===== src/rtl/demux32_deser.sv =====
// -----------------------------------------------------------------------------
// demux32_deser
//
// Serial-to-parallel word builder. This is the inverse of a 32:1 bit-select mux
// tree. Each accepted serial bit is steered into one position of a shadow word.
// That position is chosen by the idx bit counter. Once WIDTH bits have been
// collected, the word moves to an output register and is offered on a
// valid/ready handshake.
//
// If the output register is still occupied when a word completes, the finished
// word is parked in the shadow register (state HOLD). Input is then stalled
// until the consumer takes the older word.
//
// Parameters:
//   WIDTH     word width in bits; must equal 2**SEL_W
//   SEL_W     width of the bit-position counter
//   MSB_FIRST 0: first bit lands in word[0]; 1: first bit lands in word[WIDTH-1]
//
// Ports:
//   clk       rising-edge clock
//   rst_n     asynchronous active-low reset
//   clr       synchronous clear of partial word / idx (wins over in_valid)
//   in_bit    serial data bit
//   in_valid  in_bit qualifier
//   in_ready  a bit can be accepted this cycle (registered, state-only)
//   out_word  assembled word
//   out_valid out_word holds an unconsumed word
//   out_ready consumer accepts out_word
//   sel       current bit index (bits already collected in this word)
//   overrun   sticky flag: in_valid seen while in_ready was low
// -----------------------------------------------------------------------------
module demux32_deser #(
  parameter int WIDTH     = 32,
  parameter int SEL_W     = 5,
  parameter bit MSB_FIRST = 1'b0
) (
  input  logic             clk,
  input  logic             rst_n,
  input  logic             clr,
  input  logic             in_bit,
  input  logic             in_valid,
  output logic             in_ready,
  output logic [WIDTH-1:0] out_word,
  output logic             out_valid,
  input  logic             out_ready,
  output logic [SEL_W-1:0] sel,
  output logic             overrun
);

  typedef enum logic {
    FILL = 1'b0,
    HOLD = 1'b1
  } state_t;

  localparam logic [SEL_W-1:0] LAST_IDX = SEL_W'(WIDTH - 1);

  state_t           state_q,     state_d;
  logic [WIDTH-1:0] shadow_q,    shadow_d;
  logic [WIDTH-1:0] out_word_q,  out_word_d;
  logic [SEL_W-1:0] idx_q,       idx_d;
  logic             out_valid_q, out_valid_d;
  logic             overrun_q,   overrun_d;
  logic             in_ready_q,  in_ready_d;

  logic [SEL_W-1:0] pos;
  logic [WIDTH-1:0] shadow_wr;
  logic             accept;
  logic             slot_free;

  // A clear cycle swallows the presented bit.
  assign accept    = in_valid & in_ready_q & ~clr;
  assign slot_free = ~out_valid_q | out_ready;

  // Bit position inside the word for the current idx.
  assign pos = MSB_FIRST ? (LAST_IDX - idx_q) : idx_q;

  // Write-enable demux: only the addressed bit takes in_bit.
  // All other bits keep their shadow value.
  generate
    for (genvar gi = 0; gi < WIDTH; gi++) begin : g_demux
      assign shadow_wr[gi] = (accept && (pos == SEL_W'(gi))) ? in_bit : shadow_q[gi];
    end
  endgenerate

  always_comb begin
    state_d     = state_q;
    shadow_d    = shadow_q;
    out_word_d  = out_word_q;
    idx_d       = idx_q;
    out_valid_d = out_valid_q;
    overrun_d   = overrun_q | (in_valid & ~in_ready_q & ~clr);

    // A consumed word frees the slot.
    // A load later in this block can set out_valid again.
    if (out_valid_q && out_ready) begin
      out_valid_d = 1'b0;
    end

    if (clr) begin
      idx_d    = '0;
      shadow_d = '0;
      state_d  = FILL;
    end else begin
      unique case (state_q)
        FILL: begin
          if (accept) begin
            shadow_d = shadow_wr;
            // Counter wraps naturally to 0 after the last position.
            idx_d    = idx_q + 1'b1;
            if (idx_q == LAST_IDX) begin
              if (slot_free) begin
                out_word_d  = shadow_wr;
                out_valid_d = 1'b1;
              end else begin
                state_d = HOLD;
              end
            end
          end
        end
        HOLD: begin
          // out_valid is necessarily 1 here, so out_ready alone means transfer.
          if (out_ready) begin
            out_word_d  = shadow_q;
            out_valid_d = 1'b1;
            state_d     = FILL;
          end
        end
        default: state_d = FILL;
      endcase
    end

    // Registered from next state: no combinational path out_ready -> in_ready.
    in_ready_d = (state_d == FILL);
  end

  always_ff @(posedge clk or negedge rst_n) begin
    if (!rst_n) begin
      state_q     <= FILL;
      shadow_q    <= '0;
      out_word_q  <= '0;
      idx_q       <= '0;
      out_valid_q <= 1'b0;
      overrun_q   <= 1'b0;
      in_ready_q  <= 1'b1;
    end else begin
      state_q     <= state_d;
      shadow_q    <= shadow_d;
      out_word_q  <= out_word_d;
      idx_q       <= idx_d;
      out_valid_q <= out_valid_d;
      overrun_q   <= overrun_d;
      in_ready_q  <= in_ready_d;
    end
  end

  assign in_ready  = in_ready_q;
  assign out_word  = out_word_q;
  assign out_valid = out_valid_q;
  assign sel       = idx_q;
  assign overrun   = overrun_q;

endmodule


===== config.mk =====
export PLATFORM = sky130hd
export DESIGN_NAME = demux32_deser
export DESIGN_NICKNAME = d
export VERILOG_FILES = /design/src/rtl/demux32_deser.sv
export SDC_FILE = /design/constraint.sdc
export NUM_CORES = 1
export LEC_CHECK = 0
export CAP_MARGIN = 15
export CORE_ASPECT_RATIO = 1.75
export CORE_MARGIN = 3
export CORE_UTILIZATION = 45
export CTS_BUF_LIST = sky130_fd_sc_hd__clkbuf_16
export DETAILED_ROUTE_END_ITERATION = 8
export HOLD_SLACK_MARGIN = 0.08
export PLACE_DENSITY = 0.67
export SYNTH_ARGS = -nofsm -noshare
export SYNTH_HDL_FRONTEND = slang
export SYNTH_SLANG_ARGS = --single-unit
export TNS_END_PERCENT = 50

===== constraint.sdc =====
create_clock -name clk -period 2.4 [get_ports clk]
set_input_delay 0.36 -clock clk [delete_from_list [all_inputs] [get_ports clk]]
set_output_delay 0.36 -clock clk [all_outputs]
set_load 0.02 [all_outputs]

## Word-level counts from Yosys, hierarchy flattened

Cells that the tools add are included.

| storage, ports and cells | value |
|---|---|
| register bits after elaboration | 73 |
| output and inout bits | 40 |
| logic and storage cells | 148 |
| input bits | 6 |

| cells by class | value |
|---|---|
| add/sub/neg operators | 1 |
| muxes and demuxes | 56 |
| bitwise gates (word level) | 11 |
| eq/ne operators | 36 |
| reductions and logical operators | 37 |

Operators with widths:

| cell | number |
|---|---|
| 32-bit two-way mux | 7 |
| 5-bit == test, second input constant | 16 |
| 32-bit one-hot mux with 2 select lines | 1 |
| 1-bit two-way mux | 43 |
| 5-bit by 4-bit == test with 1-bit output, second input constant | 8 |
| 1-bit logical AND | 33 |
| 5-bit by 3-bit == test with 1-bit output, second input constant | 4 |
| 5-bit two-way mux | 3 |
| 5-bit by 2-bit == test with 1-bit output, second input constant | 2 |
| 2-bit != test, second input constant | 5 |
| 5-bit by 1-bit adder with 5-bit output, second input constant | 1 |
| 5-bit by 1-bit == test with 1-bit output, second input constant | 1 |
| 5-bit zero test | 1 |
| 1-bit NOT | 5 |
| 5-bit AND reduction | 1 |
| 1-bit AND | 4 |
| 1-bit one-hot mux with 2 select lines | 2 |
| 1-bit OR | 2 |
| 2-bit AND reduction | 1 |
| 2-bit nonzero test | 1 |

## Longest topological paths before layout

| depth | value |
|---|---|
| depth after elaboration | 8 |
| depth in mapped cells | 9 |
| mapped depth without buffers | 7 |

## Worst setup path before layout

Ideal clock, no wire load.

| timing | value |
|---|---|
| path type | reg2reg |
| start | register idx_q[0] (netlist: sel[0]) |
| end | register out_word_q[10] (netlist: out_word[10]) |
| path buffers | 2 |
| stages on the path, launching flop included | 9 |
| data arrival time | 2,063 ps |
| setup time | 131 ps |
| data required time | 2,269 ps |
| path slack | 206 ps |
| clock period less this slack | 2,194 ps |
| cell sequence | dfrtp_1 ha_1 clkbuf_1 and3_1 ha_1 a31oi_1 nor3_4 buf_2 a31oi_1 |

| between the ends | value |
|---|---|
| longest elaborated chain between the ends | 7 |
| elaborated cells between the ends (all ways) | 10 |
| those cells by class | 3 x eq/ne; 5 x mux; 2 x reduce/logical |

RTL lines:

| element | RTL line | source |
|---|---|---|
| start, declared | 60 | `logic [SEL_W-1:0] idx_q, idx_d;` |
| start signal, assigned | 149 | `idx_q <= idx_d;` |
| 5-bit by 4-bit == test with 1-bit output | 81 | `assign shadow_wr[gi] = (accept && (pos == SEL_W'(gi))) ? in_bit : shadow_q[gi];` |
| 1-bit logical AND | 81 |  |
| 1-bit two-way mux | 81 |  |
| 32-bit two-way mux | 111 | `if (slot_free) begin` |
| 32-bit two-way mux | 110 | `if (idx_q == LAST_IDX) begin` |
| 32-bit two-way mux | 106 | `if (accept) begin` |
| 32-bit one-hot mux with 2 select lines | 104 | `unique case (state_q)` |
| end signal, assigned | 148 | `out_word_q <= out_word_d;` |
| end, declared | 59 | `logic [WIDTH-1:0] out_word_q, out_word_d;` |

Parallel ways exist; a longest one is shown, timed or not. The select of a mux whose other input is x is not followed.
A chain may end at the register's enable or synchronous reset.

## Worst setup path after layout

| timing | value |
|---|---|
| start | register idx_q[0] (netlist: sel[0]) |
| end | register out_word_q[7] (netlist: out_word[7]) |

| between the ends | value |
|---|---|
| longest elaborated chain between the ends | 7 |
| elaborated cells between the ends (all ways) | 10 |
| those cells by class | 3 x eq/ne; 5 x mux; 2 x reduce/logical |

RTL lines:

| element | RTL line |
|---|---|
| 5-bit by 3-bit == test with 1-bit output | 81 |
| 1-bit logical AND | 81 |
| 1-bit two-way mux | 81 |
| 32-bit two-way mux | 111 |
| 32-bit two-way mux | 110 |
| 32-bit two-way mux | 106 |
| 32-bit one-hot mux with 2 select lines | 104 |

Parallel ways exist; a longest one is shown, timed or not. The select of a mux whose other input is x is not followed.

==> insert_results.sql <==
INSERT INTO impl_metrics (metric_group, metric, value, unit) VALUES
('synthesis', 'muxShareOfSynthArea', '13.0', '%'),
('cts', 'clk_path_buf_depth', '2', ''),
('placement', 'gp_congestion', '0.823', ''),
('synthesis', 'gate_count_of_the_mapped_netlist', '389', ''),
('worst_setup_path', 'slowest_delay', '0.65', 'ns'),
('cts', 'tritoncts_num_sinks', '73', ''),
('hold_path', 'hold-path-cell-count', '1', ''),
('worst_setup_path', 'reg2regPathDepth', '6', ''),
('hold_path', 'hold_path_class', 'reg2reg', ''),
('finish', 'layout.cells.non_filler', '526', ''),
('placement', 'total_half_perimeter_wirelength_after_legalization_and_detailed_placement', '5950', 'um'),
('placement', 'placed_cell_area', '4280', 'sq um'),
('cts', 'postCtsResizedCells', '0', ''),
('worst_setup_path', 'top_cell_family_by_delay_on_the_critical_path', 'simple AND/OR/NAND/NOR gates', ''),
('routing', 'route.detailed.vias_per_inst', '5.58', ''),
('synthesis', 'synth_sequential_area_ratio', '49.3', '%'),
('die', 'die_area', '9410', 'sq um'),
('worst_setup_path', 'crit_chain', 'ha_1, buf_4, nor4bb_1, nand2_1, mux2i_1, a21oi_1', ''),
('routing', 'post_drt_wl_per_cell', '16.2', 'um'),
('global_routing', 'via_count_of_the_first_global_routing_pass', '2938', ''),
('synthesis', 'yosysWarningCount', '0', ''),
('synthesis', 'synth-seq-cells', '73', ''),
('die', 'placeableCoreArea', '7960', 'sq um'),
('routing', 'drc', '0', ''),
('die', 'rows', '43', ''),
('run', 'maxCapViolations', '0', ''),
('routing', 'detailedRoute.firstPassIterationCount', '4', ''),
('die', 'initial_utilization', '46.6', '%'),
('synthesis', 'syn_area', '3710', 'sq um'),
('synthesis', 'synth_xor_area_share', '0.709', '%'),
('timing', 'relSlewSlack', '51.8', '%'),
('synthesis', 'synth.lib_cells_used.distinct', '34', ''),
('global_routing', 'grt-ovfl-total', '0', ''),
('routing', 'drt-initial-drc-count', '156', ''),
('timing', 'timing_hold_violations_final', '0', ''),
('timing', 'worst_slew_pin_slew', '0.713', 'ns'),
('synthesis', 'ys_async_sr_fraction', '100', '%'),
('worst_setup_path', 'worstPathArrival', '2.36', 'ns'),
('worst_setup_path', 'worstSetupEndpointType', 'flip-flop', ''),
('cts', 'worst_skew_pair.late_latency', '0.34', 'ns'),
('synthesis', 'syn-mean-instance-area', '9.53', 'sq um'),
('routing', 'routed-via-count', '2935', ''),
('placement', 'post_placement_setup_slack', '0.176', 'ns'),
('cts', 'cts.htree.levels', '3', ''),
('global_routing', 'pin_count_of_the_biggest_net_entering_global_routing', '38', ''),
('timing', 'drv_slew', '0', ''),
('worst_setup_path', 'critPathBufInv', '1', ''),
('routing', 'drtAntennaViolNets', '0', ''),
('power_and_ir_drop', 'power_density', '599', 'nW/um^2'),
('worst_setup_path', 'cp-start-kind', 'flip-flop', ''),
('global_routing', 'antenna_found_initial', '0', ''),
('timing', 'final_min_period_over_clock_period', '89.7', '%'),
('timing', 'maximum_operating_frequency', '464', 'MHz'),
('finish', 'num-nets-final', '443', ''),
('synthesis', 'synth-edff-count', '0', ''),
('synthesis', 'post_synth_and_or_nand_nor_area_fraction', '21.4', '%'),
('outcome', 'outcome', 'finished clean', ''),
('worst_setup_path', 'critical_path_peak_fanout', '8', ''),
('timing', 'timing.final.ws_setup', '0.246', 'ns'),
('worst_setup_path', 'timing_worst_setup_path_type', 'reg2reg', ''),
('timing', 'timing.setup.tns', '0', 'ns'),
('worst_setup_path', 'required', '2.61', 'ns'),
('die', 'chipHeight', '126', 'um'),
('power_and_ir_drop', 'maximum_vdd_drop', '596', 'uV'),
('finish', 'final_cell_area', '4570', 'sq um'),
('cts', 'clk_pin_slew_worst_paths', '0.06', 'ns'),
('timing', 'finClkSkew', '0.00463', 'ns'),
('synthesis', 'synthesis.nets', '401', ''),
('hold_path', 'whs_endpoint', 'overrun', ''),
('worst_setup_path', 'rr_startpoint', 'sel[0]', ''),
('cts', 'tritoncts.num_buffers', '9', '');
-- cells by family after synthesis --
family / after synthesis
compound gates: 53
xor+xnor: 3
fa+ha+maj: 6
buf+inv: 41
flops: 73
mux: 48
simple gates: 165
-- worst reg2reg max path: cells and delay by family, from the launching register on --
family	cells	cell delay [ns]
simple gates	2	0.82
mux	1	0.29
compound gates	1	0.11
buf+inv	1	0.15
fa+ha+maj	1	0.20
flops	1	0.46
-- flip-flops by register name, indices dropped and copies added, names as in the netlist --
| signal | cells |
|---|---|
| sel | 5 |
| out_word | 32 |
| shadow_q | 32 |
| state_q | 1 |
| overrun | 1 |
| in_ready | 1 |
| out_valid | 1 |
-- synthesized netlist by cell type (3+ instances only) --
cell type / count / share of area, %
sky130_fd_sc_hd__nand3_1: 46 / 6.2
sky130_fd_sc_hd__a31oi_1: 10 / 1.7
sky130_fd_sc_hd__o21ai_0: 9 / 1.2
sky130_fd_sc_hd__buf_2: 19 / 2.6
sky130_fd_sc_hd__a21oi_1: 26 / 3.5
sky130_fd_sc_hd__inv_1: 6 / 0.61
sky130_fd_sc_hd__nor2_1: 63 / 6.4
sky130_fd_sc_hd__nand2_1: 25 / 2.5
sky130_fd_sc_hd__mux2i_1: 48 / 13
sky130_fd_sc_hd__ha_1: 6 / 2.0
sky130_fd_sc_hd__nand4_1: 3 / 0.51
sky130_fd_sc_hd__nor2b_1: 15 / 2.5
sky130_fd_sc_hd__clkbuf_1: 13 / 1.3
sky130_fd_sc_hd__dfrtp_1: 72 / 49
sky130_fd_sc_hd__buf_6: 3 / 0.91
-- worst max path at each step --
| stage | endpoint | slack (ns) | cells after the start |
|---|---|---|---|
| after floorplan | out_word[10] | 0.21 | 8 |
| after global placement | out_word[7] | 0.12 | 6 |
| after detailed placement | out_word[7] | 0.18 | 6 |
| after CTS | out_word[7] | 0.29 | 6 |
| after global routing | out_word[0] | 0.13 | 8 |
| final | out_word[7] | 0.25 | 6 |
-- timing repair --
action / CTS / global route
endpoints found under the setup margin: 0 / 0
endpoints found under the hold margin: 23 / 0
hold buffers: 1 / 0
-- stage by stage --
step | total power [mW] | utilization [%] | hold WS (ns)
floorplan | 1.36 | - | 0.0644
global placement | 1.46 | 53.7 | 0.385
detailed placement | 1.46 | 53.7 | 0.399
CTS | 2.76 | 57.4 | 0.502
global route | 2.82 | 57.4 | 0.532
finish | 2.74 | 57.4 | 0.495
-- layer usage --
layer	wire length, um	up-vias	part of all wire, %	track usage, %
li1	-	1413	-	-
met2	4390	60	52	32.1
met3	307	24	3.6	4.55
met1	3510	1438	41	24.9
met5	0	-	0	0
met4	293	0	3.4	9.22
-- layout make-up --
| type | instances | area [sq um] |
|---|---|---|
| timing repair buffer | 66 | 643 |
| fill | 719 | 3390 |
| tap | 90 | 113 |
| clock inverter | 7 | 62.6 |
| multi-input combinational | 275 | 1680 |
| inverter | 6 | 22.5 |
| sequential | 73 | 1830 |
| clock buffer | 9 | 225 |
-- power by group --
part,switching (mW),internal (mW)
clock network,0.510,0.793
registers,0.0105,1.24
logic,0.122,0.0653
total,0.642,2.10
-- cell usage in the layout, fill, tap and decap left out, types with 3 or more instances in the layout --
cell,n
sky130_fd_sc_hd__dfrtp_1,72
sky130_fd_sc_hd__nor2_1,63
sky130_fd_sc_hd__mux2i_1,48
sky130_fd_sc_hd__nand3_1,46
sky130_fd_sc_hd__clkdlybuf4s50_1,44
sky130_fd_sc_hd__a21oi_1,26
sky130_fd_sc_hd__nand2_1,25
sky130_fd_sc_hd__buf_4,17
sky130_fd_sc_hd__nor2b_1,15
sky130_fd_sc_hd__a31oi_1,10
sky130_fd_sc_hd__o21ai_0,9
sky130_fd_sc_hd__clkbuf_16,9
sky130_fd_sc_hd__inv_1,7
sky130_fd_sc_hd__ha_1,6
sky130_fd_sc_hd__nand4_1,3
sky130_fd_sc_hd__buf_12,3
Note: power is estimated with default switching activity, not from simulation.
